--- src/rtl/mem_lsu.sv ---
// Load/store unit: turns byte-addressed core loads/stores into word-addressed,
// byte-masked memory beats, splitting word-crossing accesses into two beats.
module mem_lsu #(
    parameter bit SPLIT_EN = 1'b1
) (
    input  logic        i_clk,
    input  logic        i_rst,
    input  logic        i_req_valid,
    output logic        o_req_ready,
    input  logic        i_req_write,
    input  logic [31:0] i_req_addr,
    input  logic [1:0]  i_req_size,
    input  logic        i_req_signed,
    input  logic [31:0] i_req_wdata,
    output logic        o_rsp_valid,
    output logic [31:0] o_rsp_rdata,
    output logic        o_rsp_error,
    output logic        o_mem_en,
    output logic        o_mem_write_en,
    output logic [31:0] o_mem_addr,
    output logic [31:0] o_mem_data,
    output logic [3:0]  o_mem_mask,
    input  logic        i_mem_ready,
    input  logic        i_mem_valid,
    input  logic [31:0] i_mem_data
);

    typedef enum logic [2:0] {
        ST_IDLE   = 3'd0,
        ST_ISSUE0 = 3'd1,
        ST_WAIT0  = 3'd2,
        ST_ISSUE1 = 3'd3,
        ST_WAIT1  = 3'd4,
        ST_RESP   = 3'd5
    } state_t;

    state_t      state_r;
    state_t      state_next_s;

    logic        req_write_r;
    logic [31:0] req_addr_r;
    logic [1:0]  req_size_r;
    logic        req_signed_r;
    logic [31:0] req_wdata_r;
    logic [31:0] buf0_r;
    logic [31:0] buf1_r;

    logic        req_ready_r;
    logic        rsp_valid_r;
    logic [31:0] rsp_rdata_r;
    logic        rsp_error_r;
    logic        mem_en_r;
    logic        mem_write_en_r;
    logic [31:0] mem_addr_r;
    logic [31:0] mem_data_r;
    logic [3:0]  mem_mask_r;

    logic        sel_write_s;
    logic [31:0] sel_addr_s;
    logic [1:0]  sel_size_s;
    logic        sel_signed_s;
    logic [31:0] sel_wdata_s;

    logic [1:0]  off_s;
    logic [7:0]  lane_mask_s;
    logic [63:0] lane_data_s;
    logic        crossing_s;
    logic [31:0] word_addr0_s;
    logic [31:0] word_addr1_s;

    logic [31:0] buf0_next_s;
    logic [31:0] buf1_next_s;
    logic        rsp_error_next_s;

    logic        issue_next_s;
    logic        beat1_next_s;
    logic [31:0] raw_s;
    logic [31:0] load_data_s;
    logic        mem_en_next_s;
    logic        mem_write_en_next_s;
    logic [31:0] mem_addr_next_s;
    logic [31:0] mem_data_next_s;
    logic [3:0]  mem_mask_next_s;
    logic [31:0] rsp_rdata_next_s;

    function automatic logic [3:0] size_mask(input logic [1:0] size);
        logic [3:0] m;
        case (size)
            2'd0:    m = 4'b0001;
            2'd1:    m = 4'b0011;
            default: m = 4'b1111;
        endcase
        return m;
    endfunction

    function automatic logic [31:0] extend_load(input logic [31:0] raw,
                                                input logic [1:0]  size,
                                                input logic        sgn);
        logic [31:0] ext;
        case (size)
            2'd0:    ext = {{24{sgn & raw[7]}}, raw[7:0]};
            2'd1:    ext = {{16{sgn & raw[15]}}, raw[15:0]};
            default: ext = raw;
        endcase
        return ext;
    endfunction

    // Request fields in effect: live inputs while idle so outputs can be registered at acceptance
    always_comb begin
        if (state_r == ST_IDLE) begin
            sel_write_s  = i_req_write;
            sel_addr_s   = i_req_addr;
            sel_size_s   = i_req_size;
            sel_signed_s = i_req_signed;
            sel_wdata_s  = i_req_wdata;
        end else begin
            sel_write_s  = req_write_r;
            sel_addr_s   = req_addr_r;
            sel_size_s   = req_size_r;
            sel_signed_s = req_signed_r;
            sel_wdata_s  = req_wdata_r;
        end
    end

    // Lane geometry: low nibble of the wide mask/data is beat 0, high nibble is beat 1
    always_comb begin
        off_s        = sel_addr_s[1:0];
        lane_mask_s  = {4'b0000, size_mask(sel_size_s)} << off_s;
        crossing_s   = |lane_mask_s[7:4];
        lane_data_s  = {32'h0000_0000, sel_wdata_s} << {off_s, 3'b000};
        word_addr0_s = {2'b00, sel_addr_s[31:2]};
        word_addr1_s = {2'b00, sel_addr_s[31:2] + 30'd1};
    end

    // Next-state and beat-buffer capture
    always_comb begin
        state_next_s     = state_r;
        buf0_next_s      = buf0_r;
        buf1_next_s      = buf1_r;
        rsp_error_next_s = 1'b0;
        case (state_r)
            ST_IDLE: begin
                if (i_req_valid) begin
                    buf0_next_s = 32'h0000_0000;
                    buf1_next_s = 32'h0000_0000;
                    if (!SPLIT_EN && crossing_s) begin
                        state_next_s     = ST_RESP;
                        rsp_error_next_s = 1'b1;
                    end else begin
                        state_next_s = ST_ISSUE0;
                    end
                end else begin
                    state_next_s = ST_IDLE;
                end
            end
            ST_ISSUE0: begin
                if (!i_mem_ready) begin
                    state_next_s = ST_ISSUE0;
                end else if (!req_write_r) begin
                    state_next_s = ST_WAIT0;
                end else if (crossing_s) begin
                    state_next_s = ST_ISSUE1;
                end else begin
                    state_next_s = ST_RESP;
                end
            end
            ST_WAIT0: begin
                if (i_mem_valid) begin
                    buf0_next_s  = i_mem_data;
                    state_next_s = crossing_s ? ST_ISSUE1 : ST_RESP;
                end else begin
                    state_next_s = ST_WAIT0;
                end
            end
            ST_ISSUE1: begin
                if (!i_mem_ready) begin
                    state_next_s = ST_ISSUE1;
                end else if (req_write_r) begin
                    state_next_s = ST_RESP;
                end else begin
                    state_next_s = ST_WAIT1;
                end
            end
            ST_WAIT1: begin
                if (i_mem_valid) begin
                    buf1_next_s  = i_mem_data;
                    state_next_s = ST_RESP;
                end else begin
                    state_next_s = ST_WAIT1;
                end
            end
            ST_RESP: begin
                state_next_s = ST_IDLE;
            end
            default: begin
                state_next_s = ST_IDLE;
            end
        endcase
    end

    // Output values for the coming cycle, decoded from the next state
    always_comb begin
        issue_next_s = (state_next_s == ST_ISSUE0) || (state_next_s == ST_ISSUE1);
        beat1_next_s = (state_next_s == ST_ISSUE1);
        raw_s        = 32'({buf1_next_s, buf0_next_s} >> {off_s, 3'b000});
        load_data_s  = extend_load(raw_s, sel_size_s, sel_signed_s);
        if (issue_next_s) begin
            mem_en_next_s       = 1'b1;
            mem_write_en_next_s = sel_write_s;
            mem_addr_next_s     = beat1_next_s ? word_addr1_s : word_addr0_s;
            mem_data_next_s     = beat1_next_s ? lane_data_s[63:32] : lane_data_s[31:0];
            mem_mask_next_s     = beat1_next_s ? lane_mask_s[7:4] : lane_mask_s[3:0];
        end else begin
            mem_en_next_s       = 1'b0;
            mem_write_en_next_s = 1'b0;
            mem_addr_next_s     = 32'h0000_0000;
            mem_data_next_s     = 32'h0000_0000;
            mem_mask_next_s     = 4'b0000;
        end
        if ((state_next_s == ST_RESP) && !sel_write_s && !rsp_error_next_s) begin
            rsp_rdata_next_s = load_data_s;
        end else begin
            rsp_rdata_next_s = 32'h0000_0000;
        end
    end

    // State, latched request and read beat buffers
    always_ff @(posedge i_clk or posedge i_rst) begin
        if (i_rst) begin
            state_r      <= ST_IDLE;
            req_write_r  <= 1'b0;
            req_addr_r   <= 32'h0000_0000;
            req_size_r   <= 2'd0;
            req_signed_r <= 1'b0;
            req_wdata_r  <= 32'h0000_0000;
            buf0_r       <= 32'h0000_0000;
            buf1_r       <= 32'h0000_0000;
        end else begin
            state_r <= state_next_s;
            buf0_r  <= buf0_next_s;
            buf1_r  <= buf1_next_s;
            if ((state_r == ST_IDLE) && i_req_valid) begin
                req_write_r  <= i_req_write;
                req_addr_r   <= i_req_addr;
                req_size_r   <= i_req_size;
                req_signed_r <= i_req_signed;
                req_wdata_r  <= i_req_wdata;
            end
        end
    end

    // Registered outputs
    always_ff @(posedge i_clk or posedge i_rst) begin
        if (i_rst) begin
            req_ready_r    <= 1'b1;
            rsp_valid_r    <= 1'b0;
            rsp_rdata_r    <= 32'h0000_0000;
            rsp_error_r    <= 1'b0;
            mem_en_r       <= 1'b0;
            mem_write_en_r <= 1'b0;
            mem_addr_r     <= 32'h0000_0000;
            mem_data_r     <= 32'h0000_0000;
            mem_mask_r     <= 4'b0000;
        end else begin
            req_ready_r    <= (state_next_s == ST_IDLE);
            rsp_valid_r    <= (state_next_s == ST_RESP);
            rsp_rdata_r    <= rsp_rdata_next_s;
            rsp_error_r    <= rsp_error_next_s;
            mem_en_r       <= mem_en_next_s;
            mem_write_en_r <= mem_write_en_next_s;
            mem_addr_r     <= mem_addr_next_s;
            mem_data_r     <= mem_data_next_s;
            mem_mask_r     <= mem_mask_next_s;
        end
    end

    assign o_req_ready    = req_ready_r;
    assign o_rsp_valid    = rsp_valid_r;
    assign o_rsp_rdata    = rsp_rdata_r;
    assign o_rsp_error    = rsp_error_r;
    assign o_mem_en       = mem_en_r;
    assign o_mem_write_en = mem_write_en_r;
    assign o_mem_addr     = mem_addr_r;
    assign o_mem_data     = mem_data_r;
    assign o_mem_mask     = mem_mask_r;

endmodule
--- config.mk ---
export PLATFORM = sky130hd
export DESIGN_NAME = mem_lsu
export DESIGN_NICKNAME = d
export VERILOG_FILES = /design/src/rtl/mem_lsu.sv
export SDC_FILE = /design/constraint.sdc
export NUM_CORES = 1
export LEC_CHECK = 0
export CORE_MARGIN = 2
export CORE_UTILIZATION = 30
export CTS_BUF_LIST = sky130_fd_sc_hd__clkbuf_8
export DETAILED_ROUTE_END_ITERATION = 12
export HOLD_SLACK_MARGIN = 0.03
export PLACE_DENSITY_LB_ADDON = 0.15
export SLEW_MARGIN = 25
export SYNTH_ARGS = -nofsm -noshare
export SYNTH_HDL_FRONTEND = slang
export SYNTH_SLANG_ARGS = --single-unit
--- constraint.sdc ---
create_clock -name i_clk -period 23.6 [get_ports i_clk]
set_input_delay 4.72 -clock i_clk [delete_from_list [all_inputs] [get_ports i_clk]]
set_output_delay 4.72 -clock i_clk [all_outputs]
set_load 0.01 [all_outputs]
* Word-level counts from Yosys, hierarchy flattened *
Cells that the tools add are included.
Widths: inputs -> output; s select.

storage, ports and cells
  flip-flop bits (word level) = 239
  output and inout port bits = 105

cells by class
  $add $sub $neg = 1
  eq/ne operators = 8
  shift operators = 3
  mux-type cells = 31
  bitwise operators = 2
  reductions and logical operators = 8

operator list
  cell                   count
  $mux 32                9
  $pmux 32 s2            3
  $shl 32x5->64          1
  $shr 64x5->32          1
  $mux 30                2
  $add 30x1->30 const B  1
  $mux 3                 5
  $pmux 3 s5             1
  $eq 3x2->1 const B     3
  $mux 4                 2
  $pmux 4 s2             1
  $shl 4x2->8            1
  $mux 1                 7
  $eq 3x1->1 const B     2
  $eq 3x3->1 const B     2
  $logic_not 3->1        2
  $reduce_or 4->1        1
  $and 1x1->1            2
  $eq 2x1->1 const B     1
  $logic_and 1x1->1      2
  $logic_not 2->1        1
  $mux 2                 1
  $logic_not 1->1        1
  $logic_or 1x1->1       1

* Depth between registers and ports, before layout *
  word-level depth = 13
  gate-level depth with buffers = 13
  depth with buffers taken out = 8

* Worst setup path before layout *
OpenSTA, ideal clock, no wires.

  path type = input to register
  start point = input port i_req_addr[0]
  end point = register rsp_rdata_r[19] (netlist: o_rsp_rdata[19])
  data arrival time = 6.573 ns
  required time = 23.479 ns
  setup slack = 16.906 ns
  stages on the path = 8
  path through = clkbuf_1 > mux2_2 > mux2_2 > a22oi_1 > a221oi_2 > o31ai_4 > buf_2 > nor2_1

on the way
  longest elaborated chain between the ends = 10

ends and longest elaborated chain
  item                      RTL line  text
  start, declared           11        input logic [31:0] i_req_addr,
  $mux 32 (*)               110       if (state_r == ST_IDLE) begin
  $shl 4x2->8               128       lane_mask_s = {4'b0000, size_mask(sel_size_s)} << off_s;
  $reduce_or 4->1           129       crossing_s = |lane_mask_s[7:4];
  $mux 3                    161, 170
  $mux 3                    159       end else if (!req_write_r) begin
  $mux 3                    157       if (!i_mem_ready) begin
  $pmux 3 s5                141       case (state_r)
  $eq 3x3->1                220       if ((state_next_s == ST_RESP) && !sel_write_s && !rsp_error_next_s) begin
  $logic_and 1x1->1         220
  $mux 32 (*)               220
  via rsp_rdata_next_s[19]  84        logic [31:0] rsp_rdata_next_s;
  end signal, assigned      267       rsp_rdata_r <= rsp_rdata_next_s;
  end, declared             50        logic [31:0] rsp_rdata_r;

The timed path passes the listed nets; every way through them passes the cells marked *.
A chain may end at the register's enable or synchronous reset.

* Worst setup path after layout *
  start point = input port i_mem_valid
  end point = register mem_addr_r[29] (netlist: o_mem_addr[29])

on the way
  longest elaborated chain between the ends = 5

ends and longest elaborated chain
  item                                                RTL line  text
  start, declared                                     24        input logic i_mem_valid,
  $mux 1 / $mux 3 (equally long branches)             185, 168
  $pmux 3 s5 (*)                                      141
  $eq 3x2->1 / $eq 3x1->1 (equally long branches)     203, 204
  $mux 30 / $logic_or 1x1->1 (equally long branches)  210, 203
  $mux 30 (*)                                         207       if (issue_next_s) begin
  via mem_addr_next_s[29]                             81        logic [31:0] mem_addr_next_s;
  end signal, assigned                                271       mem_addr_r <= mem_addr_next_s;
  end, declared                                       54        logic [31:0] mem_addr_r;

Marks and branches as above.

==> impl_metrics.toml <==
[status]
outcome = "finished clean"

[hold_path]
min_path_type = "register to register"
worstHoldStart = "req_addr_r[3]$_DFFE_PP0P_"
holdPathEnd = "req_addr_r[3]$_DFFE_PP0P_"
whs_path_depth = 2

[clocking]
clk_pin_slew_ns = 0.06
cts_buffers = 44
cts_num_sinks = 229
insertion_delay_ns = 0.59
cts_root_buf = "clkbuf_8"
ctsResizeCount = 0
cts_setup_buffers = 0
cts_max_level = 2
clk_path_buf_depth = 3
hold_buffers = 0
cts_tree = "done"

[timing]
worst_slack_ns = 15.76
hold_violations = 0
final-max-slew-violation-count = 0
timing.hold.ws_ns = 0.4777
min_period_ns = 7.842
tns_ns = 0
clock.fmax_mhz = 127.5
rsz0062_at_grt = "no"
worst_pin_slew_ns = 1.009
final-setup-viol-count = 0
fin_skew_ns = 0.01758
relSlewSlack_pct = 32.58
final.period_utilization_pct = 33.23

[die]
start_util_pct = 30.32
row_count = 73
core-area_um2 = 39640
die_height_um = 204.2
die_w_um = 204.2
dieArea_um2 = 41690
ios = 210

[synthesis]
synthDistinctLibCells = 66
ys.flop_type = "dfrtp_1"
synth.cell_area_um2 = 12020
yosys.area_share.adder_pct = 0.1041
synth-seq-cells = 229
avgSynthCellArea_um2 = 8.838
synth_mux_area_share_pct = 7.089
ys_seq_area_share_pct = 47.68
synth_cells = 1360
synth-xor-area-share_pct = 1.749
synth_top_family_by_area = "simple AND/OR/NAND/NOR gates"
async_flop_share_pct = 100.0
synth_simple_gate_area_share_pct = 21.34
synth_edf_count = 0
synth-compound-area-share_pct = 17.64
ys_warn_count = 0

[placed_design]
dp_slack_ns = 15.22
dp_hpwl_um = 28740
globalplace.congestion = 0.8062
portBuffers = 206
placed_area_um2 = 14490
dp.cells = 2010

[drt]
wl_per_cell_um = 20.70
via_per_inst = 5.226
drtIter0Drc = 712
remaining_drc_errors = 0
met1_length_um = 19350
wl_met2_um = 19840
firstDrtPassIters = 5
wl_met3_um = 2824
detail-route-antenna-nets = 0
vias = 10930
top_layer_used = "met5"
drt-total-wl_um = 43280

[power_and_ir_drop]
swShare_pct = 44.96
ir_drop_mv = 0.05685
p_sw_uw = 914.2
total_power_mw = 2.033
p_comb_share_pct = 48.3
powerDensity_nw_per_um2 = 131.7
p_leak_nw = 6.844
seqPwrFrac_pct = 31.0
clock_power_share_pct = 20.7
p_int_mw = 1.119

[critical_path]
arrival_ns = 8.33
cp_max_fo = 28
reg2regPathDepth = 10
regToRegSetupSlack_ns = 19.29
worstPathRequired_ns = 24.09
path_class = "input port to register"
cp-start-kind = "input port"
path_buf_inv = 2
critical_path.cell_chain = "clkdlybuf4s50_1 > mux2_2 > nand2_1 > a21boi_0 > a22o_1 > buf_4 > nand3_1 > o21ai_0 > nor3b_1"
rr_startpoint = "state_r[1]$_DFF_PP0_"
critPathSlowestCell = "clkdlybuf4s50_1"
cp-end-kind = "register"
timing.rr.end = "o_rsp_rdata[17]$_DFF_PP0_"
path_delay_family = "buffers and inverters"
max_stage_delay_ns = 0.88

[global_routing]
grt_max_degree = 116
overflow = 0
grt_pass1_vias = 10730
grt_usage_pct = 20.84
antenna_found_initial = 6
grt_pass1_wl_um = 66300

[finish]
nFillCells = 4002
layout.cells.non_filler = 2091
drive_above_1_share_pct = 8.179
layout_common_cells = "nand2_1, dfrtp_1, clkdlybuf4s50_1, a21oi_1, nand3_1"
final-seq-area_um2 = 5736
multi_input_area_um2 = 5826
final_net_count = 1637
final_common_cell = "nand2_1"
final_util_pct = 38.94
areaGrowthSynthToFinish_pct = 28.42
fin_area_um2 = 15440

[job]
maxCapViolCount = 0
worst reg2reg max path, cell delays in order (launching register included):
cell,delay [ns]
dfrtp_1,0.61
nor3_4,0.24
buf_4,0.38
buf_4,0.62
mux2i_4,0.43
buf_4,0.47
mux2i_1,0.25
o31a_1,0.17
a32oi_1,0.15
o31ai_4,0.67
a211oi_1,0.15
metal layers:
metal,GRT usage (%),vias up
met5,0,-
met4,7.091,10
met3,4.416,79
met2,32.52,371
met1,28.64,5340
li1,-,5127
registers in the layout, indices dropped and copies added (netlist names), 2 cells and up:
register,cells
o_mem_data,32
req_size_r,2
o_mem_mask,4
o_mem_addr,30
o_rsp_rdata,32
state_r,3
buf0_r,32
req_addr_r,32
req_wdata_r,32
buf1_r,24
power groups by stage:
stage | clock (mW) | sequential, mW | combinational (mW)
6_report | 0.421 | 0.630 | 0.982
4_1_cts | 0.435 | 0.630 | 0.989
5_1_grt | 0.454 | 0.647 | 1.08
3_3_place_gp | 0 | 0.634 | 0.977
2_1_floorplan | 0 | 0.608 | 0.652
3_5_place_dp | 0 | 0.634 | 0.983
worst max-delay path by stage:
| stage | endpoint | start | slack (ns) | cells past startpoint |
|---|---|---|---|---|
| 6_report | o_mem_addr[29]$_DFF_PP0_ | i_mem_valid | 15.76 | 9 |
| 3_5_place_dp | o_mem_addr[19]$_DFF_PP0_ | i_mem_valid | 15.22 | 9 |
| 5_1_grt | o_mem_addr[29]$_DFF_PP0_ | i_mem_valid | 15.46 | 9 |
| 3_3_place_gp | o_mem_addr[16]$_DFF_PP0_ | i_mem_valid | 15.27 | 10 |
| 4_1_cts | o_mem_addr[29]$_DFF_PP0_ | i_mem_valid | 15.84 | 9 |
| 2_1_floorplan | buf0_r[0]$_DFF_PP0_ | i_rst | 12.61 | 1 |
cell usage after synthesis, drive strengths merged (8+ instances only):
cell | count | share of area, %
a211oi | 31 | 1.9
a21o | 11 | 0.69
a21oi | 116 | 4.8
a22o | 26 | 1.9
a22oi | 14 | 0.99
a31oi | 8 | 0.42
and3 | 10 | 0.52
buf | 43 | 2.0
clkbuf | 58 | 1.8
dfrtp | 228 | 47
inv | 19 | 0.59
mux2 | 14 | 1.3
mux2i | 66 | 5.6
nand2 | 330 | 10
nand2b | 8 | 0.42
nand3 | 76 | 3.2
nand4 | 14 | 0.73
nor2 | 58 | 1.8
nor2b | 27 | 1.4
nor3 | 17 | 0.79
nor3b | 8 | 0.54
o211ai | 19 | 1.2
o21ai | 66 | 2.7
o221ai | 12 | 0.87
xnor2 | 15 | 1.1
xor2 | 9 | 0.66
logic make-up (layout without fill, tap and decap cells):
logic type	Yosys count	after routing
AO/OA/AOI/OAI	329	329
XOR/XNOR	24	24
adder cells (fa/ha/maj)	1	1
buffers and inverters	120	323
flip-flops	229	229
multiplexers	81	81
other	1	4
AND/OR/NAND/NOR	575	575
final cells by class:
type                    instances  area share, %
clock inverters                23          1.013
diodes                          1        0.01621
inverters                      19         0.5107
clock buffers                  57          5.082
multi-input cells            1013          37.74
repair buffers                224          14.23
well taps                     525          4.255
flip-flops and latches        229          37.16
Note: power is estimated with default switching activity, not from simulation.
